## config.mk

```make
export PLATFORM = sky130hd
export DESIGN_NAME = img_frame_buffer
export DESIGN_NICKNAME = d
export VERILOG_FILES = /design/src/rtl/img_frame_buffer.sv
export SDC_FILE = /design/constraint.sdc
export NUM_CORES = 2
export LEC_CHECK = 0
export CAP_MARGIN = 20
export CORE_ASPECT_RATIO = 0.7
export CORE_MARGIN = 3
export CORE_UTILIZATION = 63
export DETAILED_ROUTE_END_ITERATION = 8
export PLACE_DENSITY = 0.78
export SYNTH_ARGS = -nofsm -noshare
export SYNTH_HDL_FRONTEND = slang
export SYNTH_SLANG_ARGS = --single-unit
```

## constraint.sdc

```tcl
create_clock -name clk -period 5.3 [get_ports clk]
set_input_delay 1.06 -clock clk [delete_from_list [all_inputs] [get_ports clk]]
set_output_delay 1.06 -clock clk [all_outputs]
set_load 0.02 [all_outputs]
```

## src/rtl/img_frame_buffer.sv

```systemverilog
// img_frame_buffer: ping-pong 16x16 pixel buffer feeding the nn feedforward block.
//
// Write side takes a valid/ready pixel stream with a start-of-frame marker and fills
// the current write bank. The read side exposes the oldest complete frame through a
// zero-latency address/data port; addresses past the last pixel return the bias value.
//
// Ports:
//   clk, reset            clock, asynchronous active-high reset
//   pix_valid/pix_sof/pix_data, pix_ready   pixel stream in (valid/ready)
//   rd_adr, rd_data       combinational read port into the read bank
//   frame_avail           read bank holds a complete frame
//   frame_release         pulse: read bank consumed, advance to the next frame
//   drop_cnt              saturating count of abandoned partial frames
module img_frame_buffer #(
    parameter int unsigned       PIX_W    = 8,
    parameter int unsigned       NUM_PIX  = 256,
    parameter int unsigned       ADR_LEN  = 9,
    parameter logic [PIX_W-1:0]  BIAS_VAL = {PIX_W{1'b1}}
) (
    input  logic                clk,
    input  logic                reset,
    input  logic                pix_valid,
    input  logic                pix_sof,
    input  logic [PIX_W-1:0]    pix_data,
    output logic                pix_ready,
    input  logic [ADR_LEN-1:0]  rd_adr,
    output logic [PIX_W-1:0]    rd_data,
    output logic                frame_avail,
    input  logic                frame_release,
    output logic [7:0]          drop_cnt
);

    localparam int unsigned CNT_W  = $clog2(NUM_PIX);
    localparam int unsigned DROP_W = 8;

    logic               wr_bank_q, wr_bank_d;
    logic               rd_bank_q, rd_bank_d;
    logic [1:0]         full_q, full_d;
    logic [CNT_W-1:0]   wr_cnt_q, wr_cnt_d;
    logic               synced_q, synced_d;
    logic [DROP_W-1:0]  drop_cnt_q, drop_cnt_d;

    logic               accept_c;
    logic               wr_en_c;
    logic [CNT_W-1:0]   wr_idx_c;
    logic               rd_hit_c;

    logic [PIX_W-1:0]   mem [2][NUM_PIX];

    // Flags depend on registers only, so ready/avail never follow valid or release.
    assign pix_ready   = ~full_q[wr_bank_q];
    assign frame_avail = full_q[rd_bank_q];
    assign drop_cnt    = drop_cnt_q;
    assign accept_c    = pix_valid & pix_ready;

    // Next-state: write-side sync/fill and read-side release.
    always_comb begin
        wr_bank_d  = wr_bank_q;
        rd_bank_d  = rd_bank_q;
        full_d     = full_q;
        wr_cnt_d   = wr_cnt_q;
        synced_d   = synced_q;
        drop_cnt_d = drop_cnt_q;
        wr_en_c    = 1'b0;
        wr_idx_c   = wr_cnt_q;

        if (accept_c) begin
            if (pix_sof) begin
                // A sof mid-frame abandons the partial frame and restarts at pixel 0.
                if (synced_q && (wr_cnt_q != '0) && (drop_cnt_q != {DROP_W{1'b1}})) begin
                    drop_cnt_d = drop_cnt_q + DROP_W'(1);
                end
                wr_en_c  = 1'b1;
                wr_idx_c = '0;
                wr_cnt_d = CNT_W'(1);
                synced_d = 1'b1;
            end else if (synced_q) begin
                wr_en_c = 1'b1;
                if (wr_cnt_q == CNT_W'(NUM_PIX - 1)) begin
                    full_d[wr_bank_q] = 1'b1;
                    wr_bank_d         = ~wr_bank_q;
                    wr_cnt_d          = '0;
                    synced_d          = 1'b0;
                end else begin
                    wr_cnt_d = wr_cnt_q + CNT_W'(1);
                end
            end
        end

        // Release never touches the bank being filled: accept implies it is empty.
        if (frame_release && full_q[rd_bank_q]) begin
            full_d[rd_bank_q] = 1'b0;
            rd_bank_d         = ~rd_bank_q;
        end
    end

    // Control state register.
    always_ff @(posedge clk or posedge reset) begin
        if (reset) begin
            wr_bank_q  <= 1'b0;
            rd_bank_q  <= 1'b0;
            full_q     <= 2'b00;
            wr_cnt_q   <= '0;
            synced_q   <= 1'b0;
            drop_cnt_q <= '0;
        end else begin
            wr_bank_q  <= wr_bank_d;
            rd_bank_q  <= rd_bank_d;
            full_q     <= full_d;
            wr_cnt_q   <= wr_cnt_d;
            synced_q   <= synced_d;
            drop_cnt_q <= drop_cnt_d;
        end
    end

    // Pixel storage; contents survive reset.
    always_ff @(posedge clk) begin
        if (wr_en_c) begin
            mem[wr_bank_q][wr_idx_c] <= pix_data;
        end
    end

    // Zero-latency read; out-of-frame addresses return the bias row value.
    assign rd_hit_c = (rd_adr < ADR_LEN'(NUM_PIX));
    assign rd_data  = rd_hit_c ? mem[rd_bank_q][rd_adr[CNT_W-1:0]] : BIAS_VAL;

endmodule

```

Word level (Yosys, flattened, before mapping). Memories as Yosys holds them, arrays and structs flattened. Index checks and enable logic that the tools add are counted.

Flip-flop bits (word level): 21. RAM bits: 4096. Input port bits: 22. Word-level logic and storage cells: 72. Memories kept: 1.

Memories: mem (depth 2, bits a word 2048, read ports 1, clocked after memory_dff 0, wr ports 1, RTL line 48) `logic [PIX_W-1:0] mem [2][NUM_PIX];`.

Add/sub/neg operators: 2. Magnitude comparators: 8. Equal/unequal tests: 2. Multiplexer cells: 32. Bitwise operators: 10. Reductions and logical operators: 11.

Operators by type and width (count): 2048-bit 2-to-1 mux (1); 8-bit 2-to-1 mux (9); 8-bit binary-select mux with 8-bit select (1); 8-bit demux with 8-bit select (1); 9-bit >= comparator (second input constant) (2); 8-bit NOT with 9-bit output (2); 8-bit by 1-bit adder with 8-bit output (second input constant) (2); 1-bit 2-to-1 mux (13); 2-bit 2-to-1 mux (5); 9-bit by 1-bit < comparator with 1-bit output (second input constant) (1); 9-bit < comparator (second input constant) (1); 8-bit equality test (second input constant) (1); 8-bit inequality test (second input constant) (1); 8-bit nonzero test (1); 1-bit logical AND (6); 1-bit by 2-bit < comparator with 1-bit output (second input constant) (2); 1-bit NOT (4); 4-bit AND reduction (1); 3-bit AND reduction (1); 2-bit AND (1); 1-bit demux with 1-bit select (2); 1-bit >= comparator (second input constant) (2); 2-bit NOT (1); 2-bit OR (1); 3 further kinds (3).

Longest topological paths before layout.
Depth after elaboration: 11. Gate-level depth with buffers: 14. Mapped depth without buffers: 8.

Worst setup path before layout. No wires, ideal clock.

Kind: input port to output port. Start: input port rd_adr[0]. End: output port rd_data[0]. Arrival: 3490 ps. Required time: 4240 ps. Setup slack: 750 ps. Cell stages on the path: 12. Buffers on the path: 7. Cell sequence: buf_4 -> buf_2 -> buf_2 -> buf_4 -> buf_2 -> buf_2 -> buf_2 -> mux4_2 -> a221oi_1 -> o21ai_0 -> a41oi_1 -> o211ai_1.

Longest elaborated chain between the ends: 5. Elaborated cells between the ends (all ways): 6.

RTL lines: start: declaration (RTL line 26) `input logic [ADR_LEN-1:0] rd_adr,`; 8-bit NOT with 9-bit output (not written as such) (RTL line 125) `assign rd_data = rd_hit_c ? mem[rd_bank_q][rd_adr[CNT_W-1:0]] : BIAS_VAL;`; 8-bit binary-select mux with 8-bit select (RTL line 125); 8-bit 2-to-1 mux (not written as such) (2 in series) (RTL line 125); 8-bit 2-to-1 mux * (RTL line 125); end: declaration (RTL line 27) `output logic [PIX_W-1:0] rd_data,`.

Mark *: on every way between the ends. The rest lies on a longest branch, timed or not. The select of a mux whose other input is x is not followed.

Final worst setup path.
Start: register rd_bank_q. End: output port rd_data[7].

Longest elaborated chain between the ends: 5.

RTL lines: start: declaration (RTL line 37) `logic rd_bank_q, rd_bank_d;`; start signal: assignment (RTL line 108) `rd_bank_q <= rd_bank_d;`; memory read 2 x 2048 bit; 8-bit binary-select mux with 8-bit select (RTL line 125); 8-bit 2-to-1 mux (not written as such) (2 in series) (RTL line 125); 8-bit 2-to-1 mux (RTL line 125).

Every way passes these cells. The select of a mux whose other input is x is not followed.

==> impl_results.md <==
* Status: finished, violations left
* Failing checks: design-rule violations, negative setup slack
* Ys async rst share at 0.00510
* Syn Nets at 7605
* Vias per Instance at 7.29
* Vias at 88942
* DIE HEIGHT at 427 um
* Power Total at 65.5 mW
* PwrDens at 354 nW/um^2
* Worst slew margin at 0.122
* Final Setup Violations at 8
* Crit path max-delay family: compound AO/OA/AOI/OAI gates
* Max Slew Vio Count at 0
* Peak supply drop at 0.404 mV
* Post-synth EDFFs at 4096
* Worst-Skew Late Latency at 940 ps
* First-pass GRT wire length at 649000 um
* Grt total ovfl at 0
* CP cell instances: buf_12, buf_16, buf_16, buf_16, buf_12, buf_16, nand2_2, buf_4, o21ai_0, a211oi_1, a21oi_1, a41o_1, a211o_4, buf_6
* Largest net degree at the start of global routing at 168
* Initial DRC count at 16938
* Final instance area at 185000 sq um
* Post-Syn Area at 160000 sq um
* Seq/Total Area, Yosys at 0.773
* # IOs at 40
* Min Tclk post-route at 5830 ps
* CTS Sinks at 4117
* Setup ws final at -526 ps
* Min Hold Slack at 405 ps
* Per-cell routed wire length at 38.1 um
* Slowest cell delay on critical path at 570 ps
* Clock transition at path regs at 60 ps
* Worst Max-Slew Pin Slew at 1320 ps
* Cell Area, Placed at 170000 sq um
* Worst hold path type: in2async
* Kind of critical path: reg2out
* Final nets at 8566
* Pre-Repair DR Iteration Count at 9
* Synth Warn # at 0
* DRT antenna net count at 0
* DIE WIDTH at 608 um
* Crit path arrival time at 4770 ps
* Synthesis-stage register bit count at 4117
* Drt drc at 65
* Hold Violations, Final at 0
* Slowest-stage cell, CP: a211oi_1
* WL final at 465000 um
* Reg area at 124000 sq um
* Die area at 260000 sq um
* Tcrit/Tclk final at 1.10
* Hold-fix buffers, CTS at 0
* Multi-input gate area at 34800 sq um
* Post-Syn Area per Cell at 21.1 sq um
* Initial Util at 0.634
* Layout fillers at 13172
* Max Freq at 0.172 GHz
* Total track usage at 0.354
* Site Rows at 154
* Clock root buffer: clkbuf_16
* CTS HTree Levels at 5
* Top_reg_cell synth: edfxtp_1
* Initial antenna violation count at 19
* CTS tree: done
* Crit end category: output port
* Final Skew at 48.6 ps
* Cells after synthesis at 7580
* Max-cap violations at 0
* Area Overhead vs Synth at 15.7%
* Synth cell types at 69
* Most frequent CP cell: buf_16
* Number of global-route vias before repair at 87319
* Final core occ at 0.734
* Nature of the critical path startpoint: flop
* RSZ-0062 raised after global routing: yes
* I/O Buffers at 39
* Maximum clock path buffer count at 4
* Core Region at 252000 sq um
* Share of cells above drive strength 1 at 0.299
* CP bufs+invs at 8
* Placer's final routability congestion estimate at 0.964
* Leakage at 58.0 nW
* Final HPWL DP at 272000 um
* WP data required at 4240 ps
* Cts bufs inserted at 367
* CP max FO at 21
metrics by stage:
step                      cells  setup slack, ps  TNS [ps]
after detailed placement  11381            -1030     -5810
after global routing      12177             -513     -3560
after CTS                 12086             -377     -2780
after global placement    11375            -1350     -7360
after floorplan            7580              750         0
final                     12197             -526     -3440
state kept, by name, indices dropped and copies added, names as in the netlist:
signal	cells
mem	4096
drop_cnt	8
wr_cnt_q	8
full_q	2
rd_bank_q	1
synced_q	1
wr_bank_q	1
kinds of logic after synthesis:
family / share of synthesized area
flip-flops: 0.773
AO/OA/AOI/OAI: 0.0282
AND/OR/NAND/NOR: 0.0275
buffers and inverters: 0.0163
XOR/XNOR: 0.000493
adder cells (fa/ha/maj): 0.000235
multiplexers: 0.154
worst register-to-register path, cell delays in order, from the launching register on:
cell,delay (ps)
dfrtp_2,430
mux2i_1,130
buf_4,210
and3_1,330
buf_4,250
nor3_1,810
nand4_1,310
buf_4,380
nor2_1,780
routing by layer:
layer / up-vias / routed length [um] / part of all wire / global-route usage
met4: 6 / 24700 / 0.053 / 0.155
met3: 1432 / 78600 / 0.17 / 0.122
met1: 45311 / 156000 / 0.33 / 0.500
met5: - / 46 / 0.000099 / 0
li1: 33583 / - / - / -
met2: 8610 / 206000 / 0.44 / 0.512
cells in the mapped netlist, types with 10 or more instances:
cell type / number / area share
edfxtp_1: 4096 / 0.77
mux4_2: 921 / 0.13
nor2_1: 567 / 0.013
mux2i_1: 379 / 0.024
clkbuf_1: 200 / 0.0047
nand2_1: 184 / 0.0043
a22oi_1: 121 / 0.0057
a21oi_1: 110 / 0.0034
o22ai_1: 104 / 0.0041
buf_2: 94 / 0.0029
o21ai_0: 90 / 0.0028
nor3_1: 85 / 0.0027
buf_4: 63 / 0.0030
buf_6: 62 / 0.0044
o221ai_1: 48 / 0.0026
nand3_1: 42 / 0.0013
nor4_1: 42 / 0.0016
a221oi_1: 39 / 0.0021
a22o_1: 30 / 0.0016
buf_1: 27 / 0.00063
a211oi_1: 24 / 0.0011
dfrtp_1: 21 / 0.0033
and2_1: 16 / 0.00063
a2111oi_0: 13 / 0.00071
mux2_2: 13 / 0.00092
nor2b_1: 12 / 0.00047
o31ai_1: 12 / 0.00056
nand4_1: 10 / 0.00039
or3_1: 10 / 0.00039
report_power, final:
| part | switching [mW] | leakage, nW | internal [mW] | total, mW |
|---|---|---|---|---|
| registers | 0.0494 | 37.1 | 35.8 | 35.9 |
| logic | 2.08 | 15.2 | 0.956 | 3.04 |
| clock network | 12.0 | 5.66 | 14.6 | 26.6 |
| total | 14.1 | 58.0 | 51.4 | 65.5 |
path summary, 6_finish.rpt:
check,cells past startpoint,slack (ps),start,end
setup / recovery,14,-530,rd_bank_q$_DFFE_PP0P_,rd_data[7]
hold / removal,2,410,reset,drop_cnt[0]$_DFFE_PP0P_
setup reg to reg,8,1290,wr_bank_q$_DFFE_PP0P_,mem[0][202]$_DFFE_PP_
hold reg to reg,1,530,drop_cnt[5]$_DFFE_PP0P_,drop_cnt[5]$_DFFE_PP0P_
max in group asynchronous,3,4490,reset,wr_cnt_q[5]$_DFFE_PP0P_
min in group clk,1,530,drop_cnt[5]$_DFFE_PP0P_,drop_cnt[5]$_DFFE_PP0P_
what timing repair did:
action,4_1_cts,5_1_grt
pin swaps,40,41
gates resized for setup,216,107
cloned,18,4
endpoints found under the setup margin,8,8
setup buffers,41,90
cell type report:
| type | instances | share of cell area |
|---|---|---|
| multi-input combinational | 3003 | 0.188 |
| sequential | 4117 | 0.668 |
| antenna | 21 | 0.000284 |
| inverter | 9 | 0.000237 |
| tap | 3354 | 0.0227 |
| clock buffer | 447 | 0.0522 |
| clock inverter | 203 | 0.0105 |
| timing repair buffer | 1043 | 0.0580 |
cells in the final DEF (no fill, tap or decap), drive strengths merged, types with 104 or more instances in the layout:
master     n
a21oi    110
a22oi    121
buf     1010
clkbuf   452
clkinv   154
edfxtp  4096
mux2i    379
mux4     921
nand2    184
nor2     567
o22ai    104
No activity file was read; power rests on OpenSTA's default activity.
